File: config.mk
export PLATFORM = sky130hd
export DESIGN_NAME = ct_ebiu_ncwt_sched
export DESIGN_NICKNAME = d
export VERILOG_FILES = /design/src/rtl/ct_ebiu_ncwt_sched.sv
export SDC_FILE = /design/constraint.sdc
export NUM_CORES = 1
export LEC_CHECK = 0
export CAP_MARGIN = 10
export CORE_UTILIZATION = 62
export CTS_BUF_LIST = sky130_fd_sc_hd__clkbuf_8
export CTS_CLUSTER_SIZE = 25
export DETAILED_ROUTE_END_ITERATION = 7
export PLACE_DENSITY = 0.81
export SYNTH_ARGS = -nofsm -noshare
export SYNTH_HDL_FRONTEND = slang
export SYNTH_SLANG_ARGS = --single-unit
export TNS_END_PERCENT = 20
File: constraint.sdc
create_clock -name forever_cpuclk -period 5.2 [get_ports forever_cpuclk]
set_input_delay 0.52 -clock forever_cpuclk [delete_from_list [all_inputs] [get_ports forever_cpuclk]]
set_output_delay 0.52 -clock forever_cpuclk [all_outputs]
set_load 0.01 [all_outputs]
File: src/rtl/ct_ebiu_ncwt_sched.sv
// EBIU non-cacheable write table scheduler: entry allocation, write-order
// dependence, per-entry W/B sequencing and round-robin B return to the PIUs.
module ct_ebiu_ncwt_sched #(
  parameter int unsigned ENTRY_NUM = 8,
  parameter int unsigned IDX_W     = 3,
  parameter logic [4:0]  WO_EX_ID  = 5'b11110
) (
  input  logic             forever_cpuclk,
  input  logic             cpurst,
  input  logic             aw_req_vld,
  input  logic [7:0]       aw_req_id,
  input  logic [7:0]       aw_req_tag,
  input  logic             aw_needissue,
  output logic             aw_req_rdy,
  output logic [IDX_W-1:0] aw_alloc_idx,
  input  logic [7:0]       ar_req_tag,
  output logic             ar_depd,
  input  logic             wdata_done_vld,
  input  logic [IDX_W-1:0] wdata_done_idx,
  input  logic             bfifo_vld,
  input  logic [IDX_W-1:0] bfifo_idx,
  input  logic [1:0]       bfifo_bresp,
  output logic             bfifo_pop,
  output logic             b_vld,
  output logic [7:0]       b_id,
  output logic [1:0]       b_resp,
  output logic [3:0]       b_piu_sel,
  input  logic             b_rdy,
  output logic [IDX_W:0]   ncwt_cnt,
  output logic             proto_err
);

  localparam int unsigned CNT_W = IDX_W + 1;

  typedef enum logic [1:0] {
    ST_FREE   = 2'd0,
    ST_WAIT_W = 2'd1,
    ST_WAIT_B = 2'd2,
    ST_RESP   = 2'd3
  } ent_st_e;

  ent_st_e              r_st      [ENTRY_NUM];
  ent_st_e              w_st_nxt  [ENTRY_NUM];
  logic [7:0]           r_id      [ENTRY_NUM];
  logic [7:0]           r_tag     [ENTRY_NUM];
  logic [1:0]           r_bresp   [ENTRY_NUM];
  logic [ENTRY_NUM-1:0] r_gm_fail;
  logic [IDX_W-1:0]     r_ptr;
  logic [CNT_W-1:0]     r_cnt;
  logic                 r_perr;

  logic                 w_wo_dep;
  logic                 w_full;
  logic                 w_free_found;
  logic [IDX_W-1:0]     w_alloc_idx;
  logic                 w_alloc;
  logic                 w_gm_fail;
  logic                 w_grant_vld;
  logic [IDX_W-1:0]     w_grant_idx;
  logic [IDX_W-1:0]     w_cand;
  logic                 w_hs;
  logic                 w_perr_set;

  // Tag matching against live entries and lowest-index free-entry search
  always_comb begin
    w_wo_dep     = 1'b0;
    ar_depd      = 1'b0;
    w_free_found = 1'b0;
    w_alloc_idx  = '0;
    for (int i = 0; i < int'(ENTRY_NUM); i++) begin
      if (r_st[i] != ST_FREE) begin
        if (r_tag[i] == aw_req_tag) w_wo_dep = 1'b1;
        if (r_tag[i] == ar_req_tag) ar_depd  = 1'b1;
      end else if (!w_free_found) begin
        w_free_found = 1'b1;
        w_alloc_idx  = IDX_W'(i);
      end
    end
  end

  assign w_full       = (r_cnt == CNT_W'(ENTRY_NUM));
  assign aw_req_rdy   = !w_full && !w_wo_dep;
  assign aw_alloc_idx = w_alloc_idx;
  assign w_alloc      = aw_req_vld && aw_req_rdy;
  assign w_gm_fail    = (aw_req_id[4:0] == WO_EX_ID) && !aw_needissue;

  // Round-robin search over RESP entries starting at the pointer
  always_comb begin
    w_grant_vld = 1'b0;
    w_grant_idx = '0;
    w_cand      = '0;
    for (int k = 0; k < int'(ENTRY_NUM); k++) begin
      w_cand = r_ptr + IDX_W'(k);
      if (!w_grant_vld && (r_st[w_cand] == ST_RESP)) begin
        w_grant_vld = 1'b1;
        w_grant_idx = w_cand;
      end
    end
  end

  assign b_vld     = w_grant_vld;
  assign b_id      = r_id[w_grant_idx];
  assign b_resp    = r_bresp[w_grant_idx];
  assign b_piu_sel = (4'b0001 << b_id[6:5]) | {4{b_id[7]}};
  assign w_hs      = b_vld && b_rdy;

  // Bus responses are always popped; a stray one only flags the error
  assign bfifo_pop  = bfifo_vld;
  assign w_perr_set = bfifo_vld && (r_st[bfifo_idx] != ST_WAIT_B);

  assign ncwt_cnt  = r_cnt;
  assign proto_err = r_perr;

  // Per-entry next state
  always_comb begin
    for (int i = 0; i < int'(ENTRY_NUM); i++) begin
      w_st_nxt[i] = r_st[i];
      case (r_st[i])
        ST_FREE: begin
          if (w_alloc && (w_alloc_idx == IDX_W'(i))) w_st_nxt[i] = ST_WAIT_W;
        end
        ST_WAIT_W: begin
          if (wdata_done_vld && (wdata_done_idx == IDX_W'(i)))
            w_st_nxt[i] = r_gm_fail[i] ? ST_RESP : ST_WAIT_B;
        end
        ST_WAIT_B: begin
          if (bfifo_vld && (bfifo_idx == IDX_W'(i))) w_st_nxt[i] = ST_RESP;
        end
        ST_RESP: begin
          if (w_hs && (w_grant_idx == IDX_W'(i))) w_st_nxt[i] = ST_FREE;
        end
        default: w_st_nxt[i] = ST_FREE;
      endcase
    end
  end

  // State register
  always_ff @(posedge forever_cpuclk) begin
    if (cpurst) begin
      for (int i = 0; i < int'(ENTRY_NUM); i++) r_st[i] <= ST_FREE;
    end else begin
      for (int i = 0; i < int'(ENTRY_NUM); i++) r_st[i] <= w_st_nxt[i];
    end
  end

  // Entry payload; bresp is zeroed at allocation so a gm-fail entry returns OKAY
  always_ff @(posedge forever_cpuclk) begin
    if (cpurst) begin
      for (int i = 0; i < int'(ENTRY_NUM); i++) begin
        r_id[i]    <= '0;
        r_tag[i]   <= '0;
        r_bresp[i] <= '0;
      end
      r_gm_fail <= '0;
    end else begin
      for (int i = 0; i < int'(ENTRY_NUM); i++) begin
        if ((r_st[i] == ST_FREE) && w_alloc && (w_alloc_idx == IDX_W'(i))) begin
          r_id[i]      <= aw_req_id;
          r_tag[i]     <= aw_req_tag;
          r_bresp[i]   <= 2'b00;
          r_gm_fail[i] <= w_gm_fail;
        end else if ((r_st[i] == ST_WAIT_B) && bfifo_vld && (bfifo_idx == IDX_W'(i))) begin
          r_bresp[i] <= bfifo_bresp;
        end
      end
    end
  end

  // Occupancy count, RR pointer and sticky protocol error
  always_ff @(posedge forever_cpuclk) begin
    if (cpurst) begin
      r_cnt  <= '0;
      r_ptr  <= '0;
      r_perr <= 1'b0;
    end else begin
      case ({w_alloc, w_hs})
        2'b10:   r_cnt <= r_cnt + CNT_W'(1);
        2'b01:   r_cnt <= r_cnt - CNT_W'(1);
        default: r_cnt <= r_cnt;
      endcase
      if (w_hs) r_ptr <= w_grant_idx + IDX_W'(1);
      if (w_perr_set) r_perr <= 1'b1;
    end
  end

endmodule

# Yosys cells after proc, flatten, opt, wreduce, memory -nomap -nowiden
# Memories as Yosys holds them, arrays and structs flattened. A register that Yosys moved wholly into a read port is not among the register bits.
# Index checks and enable logic that the tools add are counted.
[word_totals] ram_bits=160 inputBits=39 out_inout_bits=26 register_bits=16 word_cells=474 n_memories=4
[mem_list] name="r_id" words=8 width=8 read_ports=1 rd_ports_with_merged_regs=0 wr=8 line="44" rtl="logic [7:0] r_id [ENTRY_NUM];"
[mem_list] name="r_tag" words=8 width=8 read_ports=8 rd_ports_with_merged_regs=0 wr=8 line="45" rtl="logic [7:0] r_tag [ENTRY_NUM];"
[mem_list] name="r_bresp" words=8 width=2 read_ports=1 rd_ports_with_merged_regs=0 wr=8 line="46" rtl="logic [1:0] r_bresp [ENTRY_NUM];"
[mem_list] name="r_st" words=8 width=2 read_ports=17 rd_ports_with_merged_regs=1 wr=8 line="42" rtl="ent_st_e r_st [ENTRY_NUM];"
[op_classes] n_bitwise=41 add_sub_neg=10 n_mux=219 n_eq_ne=81 reduce_logical=107 shift=1
[ops] op="$eq 8x8->1" count=16
[ops] op="$mux 8" count=16
[ops] op="$mux 1" count=116
[ops] op="$mux 2" count=56
[ops] op="$logic_and 1x1->1" count=76
[ops] op="$mux 3" count=22
[ops] op="$pmux 2 s4" count=8
[ops] op="$eq 2x2->1 const B" count=25
[ops] op="$eq 3x3->1 const B" count=16
[ops] op="$or 1x1->1" count=40
[ops] op="$eq 3x2->1 const B" count=8
[ops] op="$eq 2x1->1 const B" count=9
[ops] op="$reduce_bool 2->1" count=9
[ops] op="$logic_not 2->1" count=8
[ops] op="$add 3x3->3 const B" count=4
[ops] op="$eq 3x1->1 const B" count=4
[ops] op="$logic_not 3->1" count=4
[ops] op="$logic_not 1->1" count=10
[ops] op="$pmux 4 s2" count=1
[ops] op="$add 3x1->3 const B" count=2
[ops] op="$add 3x2->3 const B" count=2
[ops] op="$eq 5x5->1 const B" count=1
[ops] op="$add 4x1->4 const B" count=1
[ops] op="$eq 4x4->1 const B" count=1
[ops] op="4 further kinds" count=4

# Longest topological paths before layout
[depth] depth_word=28 mapped_depth=20 ltp_nobuf=16

# Least setup slack after synthesis
# OpenSTA, ideal clock, no wires.
[synth_timing] path_kind="flip-flop to flip-flop" start="reg r_ptr[0]" end="mem r_st[7][0] in the netlist's numbering" path_slack_ns=0.692 path_stages_with_launch=20 synth_period_minus_slack_ns=4.508 arrival_time_ns=4.412 n_path_buf=4 t_required_ns=5.105 setup_ns=0.095 cell_sequence="dfxtp_1 buf_4 clkinv_1 ha_1 buf_4 inv_2 mux4_2 mux2_2 a2111oi_4 o21ai_0 nand3_2 buf_4 buf_2 ha_1 ha_1 nand2_1 a222oi_1 o31a_1 o21ai_0 a221oi_1"
[synth_rtl] item="start: declaration" line="48" rtl="logic [IDX_W-1:0] r_ptr;"
[synth_rtl] item="start signal: assignment" line="181" rtl="if (w_hs) r_ptr <= w_grant_idx + IDX_W'(1);"
[synth_rtl] item="end: declaration" line="42"

# Worst setup path in the final report
[layout_timing] start="reg r_ptr[0]" end="out b_id[0]"
[layout_via] elab_chain_cells=24 word_cells_on_any_way=43 cone_classes="add/sub (7); eq/ne (7); mux (14); reduce/logical (13); memory (2)"
[layout_rtl] item="$add 3x1->3" line="93" rtl="w_cand = r_ptr + IDX_W'(k);"
[layout_rtl] item="$mem_v2 8x2"
[layout_rtl] item="$eq 2x2->1" line="94" rtl="if (!w_grant_vld && (r_st[w_cand] == ST_RESP)) begin"
[layout_rtl] item="$logic_and 1x1->1" line="94"
[layout_rtl] item="$mux 1" line="94"
[layout_rtl] item="$logic_not 1->1" line="94"
[layout_rtl] item="$logic_and 1x1->1" line="94"
[layout_rtl] item="$mux 1" line="94"
[layout_rtl] item="[8 not listed]"
[layout_rtl] item="$mux 1" line="94"
[layout_rtl] item="$logic_not 1->1" line="94"
[layout_rtl] item="$logic_and 1x1->1" line="94"
[layout_rtl] item="$mux 1" line="94"
[layout_rtl] item="$logic_not 1->1" line="94"
[layout_rtl] item="$logic_and 1x1->1" line="94"
[layout_rtl] item="$mux 3 *" line="94"
[layout_rtl] item="$mem_v2 8x8 *"
[layout_rtl] item="end: declaration" line="25" rtl="output logic [7:0] b_id,"
# Mark *: on every way between the ends. The rest lies on a longest branch, timed or not.

==> results.toml <==
[outcome]
status = "finished, final reports clean"

[timing]
clock_skew_ps = 17.2
setup_ws_ps = 168
fmax_ghz = 0.199
min_period_over_period_pct = 96.8
rsz0062_at_grt = "true"
final_hold_viol_count = 0
worstMarginPinSlew_ps = 997
finalCriticalPeriod_ps = 5030
max_slew_margin_pct = 33.5
finalMaxSlewViolations = 0
finalSetupViolCount = 0

[die]
initial_utilization_pct = 63.2
rows = 48
io_pins = 65
core_mm2 = 0.0172
die_h_um = 134
dieArea_mm2 = 0.0180
die_w_um = 134

[synth]
synth_flop_cell = "edfxtp_1"
synth-seq-cells = 179
synthCells = 1049
postSynth.asyncResetShare_pct = 0
synth_top_cell_area_share_pct = 39.8
syn_area_mm2 = 0.0109
synthMostInstantiatedCell = "nor2_1"
yosysTopAreaCell = "edfxtp_1"
ys_seq_area_share_pct = 46.3
synth_edf_count = 144
syn_avg_cell_area_um2 = 10.3
synth_area_leaders = "edfxtp_1, xnor2_1, dfxtp_1"
synth_cell_type_count = 73
yosysWarnings = 0
syn_nets = 1132
synth_common_cells = "nor2_1, edfxtp_1, xnor2_1"

[global_routing]
grt_max_degree = 45
grt_pass1_vias = 8439
grt_usage_pct = 34.0
antenna_found_initial = 2
grt-ovfl-total = 0
grt_first_pass_wirelength_um = 45600

[route]
drt_iter0_drc = 936
vias = 8539
via_per_inst = 6.35
drtAntennaViolNets = 0
drt_first_pass_iters = 8
drc = 0
drt_wl_total_um = 29500
wl_per_cell_um = 22.0

[clock_tree]
cts_buffers = 17
cts_sinks = 179
clock_latency_ps = 500
clk_transition_reported_paths_ps = 120
cts_tree = "done"
hold_buffers = 0
htreeDepth = 4
clockRootBuffer = "clkbuf_8"
clockBufferDepth = 2

[critical_path]
crit_type = "register to output pin"
cp-end-kind = "output pin"
startpoint_type = "register"
cp.required_ps = 4680
cp_max_fo = 21
arrival_ps = 4510

[run]
maxCapViolCount = 0

[placed_design]
gp_congestion = 0.914
placed_area_mm2 = 0.0117
pre_cts_slack_ps = 522
dpl.hpwl_um = 20400
portBuffers = 64
dp_cells = 1309

[power]
p_leak_uw = 0.00437
ir_drop_uv = 317
powerDensity_mw_per_mm2 = 462

[hold_path]
holdCritPathClass = "register to register"

[final_layout]
filler_cell_count = 1256
postLayoutCellArea_mm2 = 0.0123
antenna_cells = 0
nets = 1190
final_cells = 1345
area_delta_synth_final_pct = 13.1
layout-drive-gt1-share_pct = 10.0
finalCoreUtilization_pct = 71.5
-- cells by family (layout without fill, tap and decap cells) --
logic type | Yosys count | in the layout | share of synthesized area (%)
AND/OR/NAND/NOR | 393 | 393 | 17.4
flip-flops | 179 | 179 | 46.3
XOR/XNOR | 134 | 134 | 10.8
AO/OA/AOI/OAI | 129 | 129 | 8.95
buffers and inverters | 107 | 178 | 4.08
multiplexers | 63 | 63 | 7.32
adder cells (fa/ha/maj) | 44 | 44 | 5.14
-- path summary, 6_finish.rpt --
check / start / slack [ps] / cells after the start / to
setup reg to reg: r_ptr[0] / 790 / 17 / r_st[7][0]
setup / recovery: r_ptr[0] / 170 / 15 / b_id[0]
hold reg to reg: r_gm_fail[6] / 510 / 2 / r_gm_fail[6]
hold / removal: r_gm_fail[6] / 510 / 2 / r_gm_fail[6]
-- placed cells by master, fill, tap and decap left out, types with 4 or more instances in the layout --
master,instances
a22oi_1,7
nand2b_1,27
nor3_1,22
buf_4,24
nor2_1,153
clkinv_8,4
inv_12,4
nor2b_1,8
mux2_2,21
xnor2_1,109
mux2i_1,31
nor4_1,13
dfxtp_1,35
edfxtp_1,144
a21oi_1,20
nand3_1,44
inv_1,47
or4_1,7
inv_8,6
o21ai_0,37
o21bai_1,5
xor2_1,25
a21o_1,4
a211oi_1,7
nand3b_1,9
clkbuf_8,17
and2_1,11
clkdlybuf4s50_1,63
nand4_1,26
ha_1,42
a311o_1,7
mux4_2,10
nand2_1,58
-- cell type report --
class | instances | area, µm² | area share, %
Clock buffer | 17 | 234 | 1.91
Clock inverter | 15 | 206 | 1.68
Inverter | 53 | 201 | 1.64
Multi-Input combinational cell | 763 | 5400 | 44.0
Sequential cell | 179 | 5020 | 40.9
Tap cell | 225 | 282 | 2.29
Timing Repair Buffer | 93 | 925 | 7.53
-- where the power goes --
part / internal [µW] / switching, µW / total [µW]
combinational: 1270 / 1480 / 2750
sequential: 1740 / 148 / 1880
clock: 391 / 644 / 1030
total: 3400 / 2270 / 5670
-- critical path, cell delays in order (launching register included) --
cell	delay (ps)
dfxtp_1	360
clkinv_1	120
ha_4	300
inv_2	100
mux4_2	530
mux2_2	320
a2111oi_4	260
buf_4	200
nand4_1	100
nand3_2	190
bufbuf_16	350
mux2_2	180
nor2_1	40
a311o_1	310
o21ai_0	80
clkdlybuf4s50_1	560
-- registers in the layout, summed over array words and instances, names as in the netlist, named ones only --
| signal | count |
|---|---|
| r_id | 64 |
| r_tag | 64 |
| r_bresp | 16 |
| r_st | 16 |
| r_gm_fail | 8 |
| ncwt_cnt | 4 |
| r_ptr | 3 |
| proto_err | 1 |
-- what timing repair did --
action,in CTS,in global routing
gates cloned,1,1
gates resized for setup,0,4
setup buffers,1,1
setup endpoints to repair,3,14
pin swaps,1,0
-- per-layer routing --
metal  wire [µm]  GRT usage, %
met5          11             0
met4        1300          17.7
met3        2420          6.65
met2       14300          55.5
met1       11500          43.0
-- stage by stage --
step                hold slack [ps]  total power [µW]  TNS [ps]
floorplan                       449              3510         0
CTS                             506              5590         0
finish                          508              5670         0
detailed placement              481              4500         0
global route                    521              5930     -42.1
global placement                475              4440         0
Power figures use the tool's default switching activity.
